`src/rtl/traffic_signal_colors_pkg.sv`:
```
// Shared types for the intersection sequencer: signal colours, phase states,
// the pedestrian sub-phase and the registered bundle of all ten lamp outputs.
package traffic_signal_colors_pkg;

  typedef enum logic [2:0] {
    RED,
    YELLOW,
    GREEN,
    FLASH_RED,
    FLASH_YELLOW
  } color_e;

  typedef enum logic [3:0] {
    NS_TURN,
    NS_TURN_Y,
    NS_GO,
    NS_Y,
    CLR_NS,
    EW_TURN,
    EW_TURN_Y,
    EW_GO,
    EW_Y,
    CLR_EW,
    PREEMPT_HOLD,
    FLASH
  } state_e;

  typedef enum logic [1:0] {
    PED_OFF,
    PED_WALK,
    PED_CLEAR
  } ped_phase_e;

  typedef struct packed {
    color_e sb;
    color_e nb;
    color_e wb;
    color_e eb;
    color_e sb_turn;
    color_e nb_turn;
    color_e wb_turn;
    color_e eb_turn;
    color_e ped_ns;
    color_e ped_ew;
  } lights_t;

  function automatic logic is_go(state_e s);
    return (s == NS_GO) || (s == EW_GO);
  endfunction

  function automatic color_e ped_color(ped_phase_e p);
    case (p)
      PED_WALK:  return GREEN;
      PED_CLEAR: return YELLOW;
      default:   return RED;
    endcase
  endfunction

  // Vehicle lamps for a state; pedestrian lamps are overlaid by the caller.
  function automatic lights_t state_lights(state_e s);
    lights_t l;
    l.sb      = RED;
    l.nb      = RED;
    l.wb      = RED;
    l.eb      = RED;
    l.sb_turn = RED;
    l.nb_turn = RED;
    l.wb_turn = RED;
    l.eb_turn = RED;
    l.ped_ns  = RED;
    l.ped_ew  = RED;
    case (s)
      NS_TURN:   begin l.sb_turn = GREEN;  l.nb_turn = GREEN;  end
      NS_TURN_Y: begin l.sb_turn = YELLOW; l.nb_turn = YELLOW; end
      NS_GO:     begin l.sb = GREEN;       l.nb = GREEN;       end
      NS_Y:      begin l.sb = YELLOW;      l.nb = YELLOW;      end
      EW_TURN:   begin l.wb_turn = GREEN;  l.eb_turn = GREEN;  end
      EW_TURN_Y: begin l.wb_turn = YELLOW; l.eb_turn = YELLOW; end
      EW_GO:     begin l.wb = GREEN;       l.eb = GREEN;       end
      EW_Y:      begin l.wb = YELLOW;      l.eb = YELLOW;      end
      FLASH: begin
        l.sb      = FLASH_YELLOW;
        l.nb      = FLASH_YELLOW;
        l.wb      = FLASH_RED;
        l.eb      = FLASH_RED;
        l.sb_turn = FLASH_RED;
        l.nb_turn = FLASH_RED;
        l.wb_turn = FLASH_RED;
        l.eb_turn = FLASH_RED;
      end
      default: ;
    endcase
    return l;
  endfunction

endpackage

```
`src/rtl/phase_timer.sv`:
```
// Loadable down-counter that saturates at zero; done is high while the count
// is zero, i.e. on the last cycle of a loaded duration.
module phase_timer #(
  parameter int               WIDTH       = 6,
  parameter logic [WIDTH-1:0] RESET_VALUE = '0
) (
  input  logic             clk,
  input  logic             reset,
  input  logic             load,
  input  logic [WIDTH-1:0] load_value,
  output logic             done
);

  logic [WIDTH-1:0] count;

  // NOTE: sequential state uses non-blocking assignments so every flop samples pre-edge values.
  always_ff @(posedge clk or posedge reset) begin
    if (reset) begin
      count <= RESET_VALUE;
    end else if (load) begin
      count <= load_value;
    end else if (count != '0) begin
      count <= count - WIDTH'(1);
    end
  end

  assign done = (count == '0);

endmodule

```
`src/rtl/traffic_signal_phase_controller.sv`:
```
// Four-way intersection sequencer with protected turns, latched pedestrian
// calls, emergency preemption and night flash; one clock cycle is one second.
module traffic_signal_phase_controller
  import traffic_signal_colors_pkg::*;
#(
  parameter int TURN_TIME      = 10,
  parameter int GREEN_TIME     = 30,
  parameter int YELLOW_TIME    = 4,
  parameter int ALL_RED_TIME   = 2,
  parameter int PED_WALK_TIME  = 7,
  parameter int PED_FLASH_TIME = 10
) (
  input  logic   clk,
  input  logic   reset,
  input  logic   ped_req_ns,
  input  logic   ped_req_ew,
  input  logic   preempt,
  input  logic   flash_mode,
  output color_e signal_sb,
  output color_e signal_nb,
  output color_e signal_wb,
  output color_e signal_eb,
  output color_e signal_sb_turn,
  output color_e signal_nb_turn,
  output color_e signal_wb_turn,
  output color_e signal_eb_turn,
  output color_e ped_signal_ns,
  output color_e ped_signal_ew,
  output logic   ped_pending_ns,
  output logic   ped_pending_ew
);

  localparam int MAX_VEH  = (TURN_TIME > GREEN_TIME) ? TURN_TIME : GREEN_TIME;
  localparam int MAX_CLR  = (YELLOW_TIME > ALL_RED_TIME) ? YELLOW_TIME : ALL_RED_TIME;
  localparam int MAX_PED  = (PED_WALK_TIME > PED_FLASH_TIME) ? PED_WALK_TIME : PED_FLASH_TIME;
  localparam int MAX_VC   = (MAX_VEH > MAX_CLR) ? MAX_VEH : MAX_CLR;
  localparam int MAX_ALL  = (MAX_VC > MAX_PED) ? MAX_VC : MAX_PED;
  localparam int TW       = $clog2(MAX_ALL) + 1;

  localparam logic [TW-1:0] TURN_LOAD      = TW'((TURN_TIME > 0) ? TURN_TIME - 1 : 0);
  localparam logic [TW-1:0] GREEN_LOAD     = TW'(GREEN_TIME - 1);
  localparam logic [TW-1:0] YELLOW_LOAD    = TW'(YELLOW_TIME - 1);
  localparam logic [TW-1:0] ALL_RED_LOAD   = TW'(ALL_RED_TIME - 1);
  localparam logic [TW-1:0] PED_WALK_LOAD  = TW'(PED_WALK_TIME - 1);
  localparam logic [TW-1:0] PED_FLASH_LOAD = TW'(PED_FLASH_TIME - 1);

  state_e          state;
  state_e          state_next;
  logic            phase_load;
  logic [TW-1:0]   phase_load_value;
  logic            phase_done;

  ped_phase_e      ped_phase;
  ped_phase_e      ped_phase_next;
  logic            ped_load;
  logic [TW-1:0]   ped_load_value;
  logic            ped_done;

  logic            pending_ns;
  logic            pending_ew;
  logic            pending_ns_next;
  logic            pending_ew_next;
  logic            entering_ns_go;
  logic            entering_ew_go;
  logic            serve;

  lights_t         lights;
  lights_t         lights_next;

  function automatic logic [TW-1:0] duration_load(state_e s);
    case (s)
      NS_TURN, EW_TURN:                   return TURN_LOAD;
      NS_GO, EW_GO:                       return GREEN_LOAD;
      NS_TURN_Y, EW_TURN_Y, NS_Y, EW_Y:   return YELLOW_LOAD;
      default:                            return ALL_RED_LOAD;
    endcase
  endfunction

  // Phase sequencing; preemption is checked ahead of every other exit.
  // NOTE: next_state defaults to state before the case so no path infers a latch.
  always_comb begin
    state_next = state;
    case (state)
      NS_TURN:   if (preempt || phase_done) state_next = NS_TURN_Y;
      NS_TURN_Y: if (phase_done) state_next = preempt ? PREEMPT_HOLD : NS_GO;
      NS_GO:     if (preempt || phase_done) state_next = NS_Y;
      NS_Y:      if (phase_done) state_next = preempt ? PREEMPT_HOLD : CLR_NS;
      CLR_NS: begin
        if (preempt)             state_next = PREEMPT_HOLD;
        else if (phase_done) begin
          if (flash_mode)        state_next = FLASH;
          else if (TURN_TIME > 0) state_next = EW_TURN;
          else                   state_next = EW_GO;
        end
      end
      EW_TURN:   if (preempt || phase_done) state_next = EW_TURN_Y;
      EW_TURN_Y: if (phase_done) state_next = preempt ? PREEMPT_HOLD : EW_GO;
      EW_GO:     if (preempt || phase_done) state_next = EW_Y;
      EW_Y:      if (phase_done) state_next = preempt ? PREEMPT_HOLD : CLR_EW;
      CLR_EW: begin
        if (preempt)             state_next = PREEMPT_HOLD;
        else if (phase_done) begin
          if (flash_mode)        state_next = FLASH;
          else if (TURN_TIME > 0) state_next = NS_TURN;
          else                   state_next = NS_GO;
        end
      end
      PREEMPT_HOLD: if (!preempt) state_next = CLR_EW;
      FLASH: begin
        if (preempt)           state_next = PREEMPT_HOLD;
        else if (!flash_mode)  state_next = CLR_EW;
      end
      default: state_next = CLR_EW;
    endcase
  end

  // No state ever re-enters itself, so any change of state restarts the timer.
  assign phase_load       = (state_next != state);
  assign phase_load_value = duration_load(state_next);

  always_comb begin
    entering_ns_go  = (state_next == NS_GO) && (state != NS_GO);
    entering_ew_go  = (state_next == EW_GO) && (state != EW_GO);
    pending_ns_next = entering_ns_go ? 1'b0 : (pending_ns | ped_req_ns);
    pending_ew_next = entering_ew_go ? 1'b0 : (pending_ew | ped_req_ew);
    serve = (entering_ns_go && (pending_ns || ped_req_ns)) ||
            (entering_ew_go && (pending_ew || ped_req_ew));

    ped_phase_next = ped_phase;
    ped_load       = 1'b0;
    ped_load_value = PED_WALK_LOAD;
    if (serve) begin
      ped_phase_next = PED_WALK;
      ped_load       = 1'b1;
    end else if (!is_go(state_next)) begin
      // Leaving the green (normally or by preemption) aborts any walk.
      ped_phase_next = PED_OFF;
    end else if (ped_done) begin
      case (ped_phase)
        PED_WALK: begin
          ped_phase_next = PED_CLEAR;
          ped_load       = 1'b1;
          ped_load_value = PED_FLASH_LOAD;
        end
        PED_CLEAR: ped_phase_next = PED_OFF;
        default:   ped_phase_next = PED_OFF;
      endcase
    end

    lights_next = state_lights(state_next);
    if (state_next == NS_GO) lights_next.ped_ns = ped_color(ped_phase_next);
    if (state_next == EW_GO) lights_next.ped_ew = ped_color(ped_phase_next);
  end

  always_ff @(posedge clk or posedge reset) begin
    if (reset) begin
      state      <= CLR_EW;
      ped_phase  <= PED_OFF;
      pending_ns <= 1'b0;
      pending_ew <= 1'b0;
      lights     <= state_lights(CLR_EW);
    end else begin
      state      <= state_next;
      ped_phase  <= ped_phase_next;
      pending_ns <= pending_ns_next;
      pending_ew <= pending_ew_next;
      lights     <= lights_next;
    end
  end

  phase_timer #(
    .WIDTH       (TW),
    .RESET_VALUE (ALL_RED_LOAD)
  ) u_phase_timer (
    .clk        (clk),
    .reset      (reset),
    .load       (phase_load),
    .load_value (phase_load_value),
    .done       (phase_done)
  );

  phase_timer #(
    .WIDTH       (TW),
    .RESET_VALUE ('0)
  ) u_ped_timer (
    .clk        (clk),
    .reset      (reset),
    .load       (ped_load),
    .load_value (ped_load_value),
    .done       (ped_done)
  );

  assign signal_sb      = lights.sb;
  assign signal_nb      = lights.nb;
  assign signal_wb      = lights.wb;
  assign signal_eb      = lights.eb;
  assign signal_sb_turn = lights.sb_turn;
  assign signal_nb_turn = lights.nb_turn;
  assign signal_wb_turn = lights.wb_turn;
  assign signal_eb_turn = lights.eb_turn;
  assign ped_signal_ns  = lights.ped_ns;
  assign ped_signal_ew  = lights.ped_ew;
  assign ped_pending_ns = pending_ns;
  assign ped_pending_ew = pending_ew;

endmodule

```
`config.mk`:
```
export PLATFORM = sky130hd
export DESIGN_NAME = traffic_signal_phase_controller
export DESIGN_NICKNAME = d
export VERILOG_FILES = /design/src/rtl/traffic_signal_colors_pkg.sv /design/src/rtl/phase_timer.sv /design/src/rtl/traffic_signal_phase_controller.sv
export SDC_FILE = /design/constraint.sdc
export NUM_CORES = 1
export LEC_CHECK = 0
export CAP_MARGIN = 10
export CORE_UTILIZATION = 45
export CTS_CLUSTER_DIAMETER = 200
export DETAILED_ROUTE_END_ITERATION = 10
export DONT_BUFFER_PORTS = 1
export HOLD_SLACK_MARGIN = 0.12
export MAX_ROUTING_LAYER = met4
export SLEW_MARGIN = 0
export SYNTH_ARGS = -nofsm -noshare
export SYNTH_HDL_FRONTEND = slang
export SYNTH_SLANG_ARGS = --single-unit
```
`constraint.sdc`:
```
create_clock -name clk -period 8.2 [get_ports clk]
set_clock_uncertainty 0.15 [all_clocks]
set_input_delay 1.23 -clock clk [delete_from_list [all_inputs] [get_ports clk]]
set_output_delay 1.23 -clock clk [all_outputs]
set_load 0.02 [all_outputs]
```
==> results by stage <==
Routing:
- The first routing iteration left 150 violations.
- The final route contains ~1,600 vias.
- Dividing the detail-routed via count by the number of cells gives 5.96.
- The total iterations of the first detailed-routing run is 7.
- In the final routed layout, each cell accounts on average for 15.5 um.
- The total wirelength of the detailed-routed design is approximately 4200 um.
- For this run, design rule violations remaining after detail routing come to 5.
- The number of nets with antenna violations after detailed routing is 0.

Global routing:
- The first global-routing pass estimated 7070 um of wire.
- The pin count of the biggest net entering global routing is 34.
- In the global route stage, overall resource usage came out at roughly a fifth.
- The via count of the first global-routing pass came to between 1,000 and 1,500.
- The initial antenna violation count is 0.
- The total overflow left after global routing is 0.

STA:
- Setup repair after global routing left no endpoint under its margin.
- The worst path needs 3.39 ns of the cycle, external delays included.
- At the pin with the least slew margin, the transition time is about 0.76 ns.
- The achievable frequency is 295 MHz.
- The tightest slew margin relative to the limit is slightly below 50%.
- The number of pins with negative max-slew slack in the final report is 0.
- Setup violations remaining at the end of the flow were counted as 0.
- The final number of hold-violating endpoints is 0.
- Summed over all failing endpoints, the final setup total negative slack is 0 ns.
- The post-route clock period utilization is 41.3%.

Clock tree:
- The quantity of hold-fixing buffers added after cts is 0.
- The H-tree was split into 2 levels.
- The TritonCTS sink count is 33.
- The largest buffer count on any clock path is 2.
- TritonCTS built the clock tree.
- The post-CTS clock slew at the launch and capture registers of the worst setup and hold paths is 0.06 ns.
- The number of setup buffers added after CTS is 0.
- TritonCTS created 5 clock buffers.
- The clock reaches the later pin of the worst-skew pair after ~0.28 ns.
- In this run, post-CTS repair resized a total of 0 instances.
- Clock tree synthesis selected as its root buffer the cell sky130_fd_sc_hd__clkbuf_8.

Run status:
- The final reports fail on DRC.
- The flow ran to the end, but the final reports show violations.

Final layout:
- From synthesis to final layout, the design area changed by 0.0579%.
- The final net count is around 230.
- The library cell used most frequently in the layout, excluding fill and tap cells, is sky130_fd_sc_hd__dfrtp_1.
- In the layout the commonest cells are 30 x sky130_fd_sc_hd__dfrtp_1, 22 x sky130_fd_sc_hd__nor2_1, 18 x sky130_fd_sc_hd__nand2_1.
- After the flow finishes, the layout carries non-filler instances totaling 270.
- In the final layout, the share of cells above drive strength 1 is a little over an eighth.
- The number of antenna diodes is 0.
- The post-route cell area is ~2200 um2.
- The final design utilization is between 40 and 50%.

Run:
- Across the run, the number of max-cap violations was 0.

Synth:
- The distinct cell type count of the synthesized netlist is 61.
- The post-synthesis area per instance is 9.42 um2.
- The cell count after synthesis is 230.
- In the synthesized netlist the dominant register cell turns out to be sky130_fd_sc_hd__dfrtp_1.
- During synthesis, Yosys emitted a total of 0 warnings.
- The number of synthesized flops with an enable pin is 0.
- Sequential elements use between 30% and 40% of the synthesized area.
- The share of synthesized registers carrying an async set or reset is 100%.
- The cell area that synthesis handed to floorplanning was roughly 2200 um2.
- In this run, synthesis produced a sequential element count of 33.

Floorplan:
- The total I/O pin count is 38.
- The floorplan step set the die height to just over 70 um.
- The die covers between 5000 and 6000 um2.
- From left edge to right edge, the die measures about 71 um.
- The core footprint is 4470 um2.
- The number of core rows is 24.
- Once the floorplan was initialized, standard cells occupied 48.4% of the core.

Worst setup path:
- The worst setup path is captured at a flop.
- In this design, the largest share of critical-path delay is due to simple AND/OR/NAND/NOR gates.
- The largest single stage delay on the critical path is roughly 0.63 ns.
- Counting both buffers and inverters, the worst setup path holds a total of 1.
- At the worst endpoint, the required time is 8.21 ns.
- The slowest cell on the critical path is sky130_fd_sc_hd__or4_4.
- The classification of the worst setup path is flop to flop.
- The critical path goes through inv_1 > ha_1 > nor3b_4 > nand4_1 > a211o_1 > or4_4 > a21oi_4 > nand2_1 > a311o_1.
- Along the worst path, the maximum fanout reaches 14.
- The worst endpoint data arrival time is about 3.4 ns.
- The startpoint kind of the worst setup timing path is a flop.

Hold path:
- In this run the worst hold path is classified as flop to flop.

Power and ir drop:
- The leakage power total is between 0.9 and 1 nW.
- The power per standard cell area is around 400 nW/um2.
- The sum of internal, switching and leakage power is between 0.8 and 0.9 mW.
- The maximum vdd drop is 0.169 mV.

Place:
- The instance count after placement with tap cells included is about 260.
- The routability-driven placement congestion ratio is just over 0.8.
- The instance area after placement is 2080 um2.
- The number of port buffers is 0.
- Detailed placement ended at an HPWL of 3060 um.
final cells by class:
| type | instances | area, um2 |
|---|---|---|
| Sequential cell | 33 | 830 |
| Timing Repair Buffer | 1 | 7.51 |
| Fill cell | 433 | 2310 |
| Tap cell | 52 | 65.1 |
| Inverter | 13 | 51.3 |
| Multi-Input combinational cell | 163 | 1120 |
| Clock buffer | 8 | 90.1 |
stage by stage:
step	hold slack, ns	setup WS, ns
finish	0.382	4.81
global route	0.414	4.58
CTS	0.374	4.84
detailed placement	0.365	4.64
global placement	0.361	4.68
floorplan	0.315	4.78
sequential cells by signal, indices dropped and copies added, names as in the netlist, 2 cells and up:
name / count
ped_signal_ew: 2
u_phase_timer.count: 6
signal_wb_turn: 2
signal_nb: 3
state: 4
signal_wb: 2
ped_signal_ns: 2
ped_phase: 2
u_ped_timer.count: 6
signal_sb_turn: 2
per-layer routing:
metal | vias up | routed length [um] | part of all wire, % | global-route usage (%)
li1 | 775 | - | - | -
met1 | 790 | 2010 | 48 | 25.8
met2 | 40 | 1980 | 47 | 27.2
met3 | 3 | 155 | 3.7 | 4.36
met4 | 0 | 29 | 0.69 | 5.56
met5 | - | 0 | 0 | -
synthesized netlist by cell type (4+ instances only):
| master | instances | area, um2 |
|---|---|---|
| sky130_fd_sc_hd__inv_1 | 12 | 45.0 |
| sky130_fd_sc_hd__nand2_1 | 18 | 67.6 |
| sky130_fd_sc_hd__nor3_1 | 7 | 35.0 |
| sky130_fd_sc_hd__nor3b_1 | 4 | 30.0 |
| sky130_fd_sc_hd__and2_1 | 4 | 25.0 |
| sky130_fd_sc_hd__buf_2 | 6 | 30.0 |
| sky130_fd_sc_hd__dfrtp_1 | 30 | 751 |
| sky130_fd_sc_hd__a211oi_1 | 7 | 52.6 |
| sky130_fd_sc_hd__a211o_1 | 4 | 35.0 |
| sky130_fd_sc_hd__nand3_1 | 5 | 25.0 |
| sky130_fd_sc_hd__nor2_1 | 22 | 82.6 |
| sky130_fd_sc_hd__o21ai_0 | 6 | 30.0 |
| sky130_fd_sc_hd__a21oi_1 | 12 | 60.1 |
| sky130_fd_sc_hd__buf_4 | 18 | 135 |
| sky130_fd_sc_hd__mux2i_1 | 5 | 50.1 |
| sky130_fd_sc_hd__xnor2_1 | 4 | 35.0 |
| sky130_fd_sc_hd__mux2_2 | 4 | 45.0 |
worst reg2reg max path: cells and delay by family (launching register included):
kind,cells,cell delay (ns)
AND/OR/NAND/NOR,4,1.43
adder cells (fa/ha/maj),1,0.24
buffers and inverters,1,0.08
AO/OA/AOI/OAI,3,1.00
flip-flops,1,0.37
final timing paths:
path / end / slack [ns] / start / cells after the start
min in group asynchronous: signal_nb[2]$_DFF_PP0_ / 0.77 / reset / 2
hold reg to reg: u_ped_timer.count[0]$_DFFE_PP0P_ / 0.38 / u_ped_timer.count[0]$_DFFE_PP0P_ / 1
max in group asynchronous: u_phase_timer.count[0]$_DFFE_PP1P_ / 6.81 / reset / 2
setup / recovery: u_ped_timer.count[1]$_DFFE_PP0P_ / 4.81 / u_phase_timer.count[0]$_DFFE_PP1P_ / 9
hold / removal: u_ped_timer.count[0]$_DFFE_PP0P_ / 0.38 / u_ped_timer.count[0]$_DFFE_PP0P_ / 1
setup reg to reg: u_ped_timer.count[1]$_DFFE_PP0P_ / 4.81 / u_phase_timer.count[0]$_DFFE_PP1P_ / 9
cells by family after synthesis:
group,share of synthesized area [%]
buffers and inverters,11.0
AO/OA/AOI/OAI,21.3
adder cells (fa/ha/maj),1.73
AND/OR/NAND/NOR,20.2
XOR/XNOR,2.83
multiplexers,4.39
flip-flops,38.3
other,0.173
report_power, final:
group	total [mW]	internal, mW	switching, mW
clock network	0.121	0.0683	0.0529
registers	0.333	0.222	0.112
logic	0.417	0.174	0.244
total	0.872	0.464	0.408
Power figures use the tool's default switching activity.
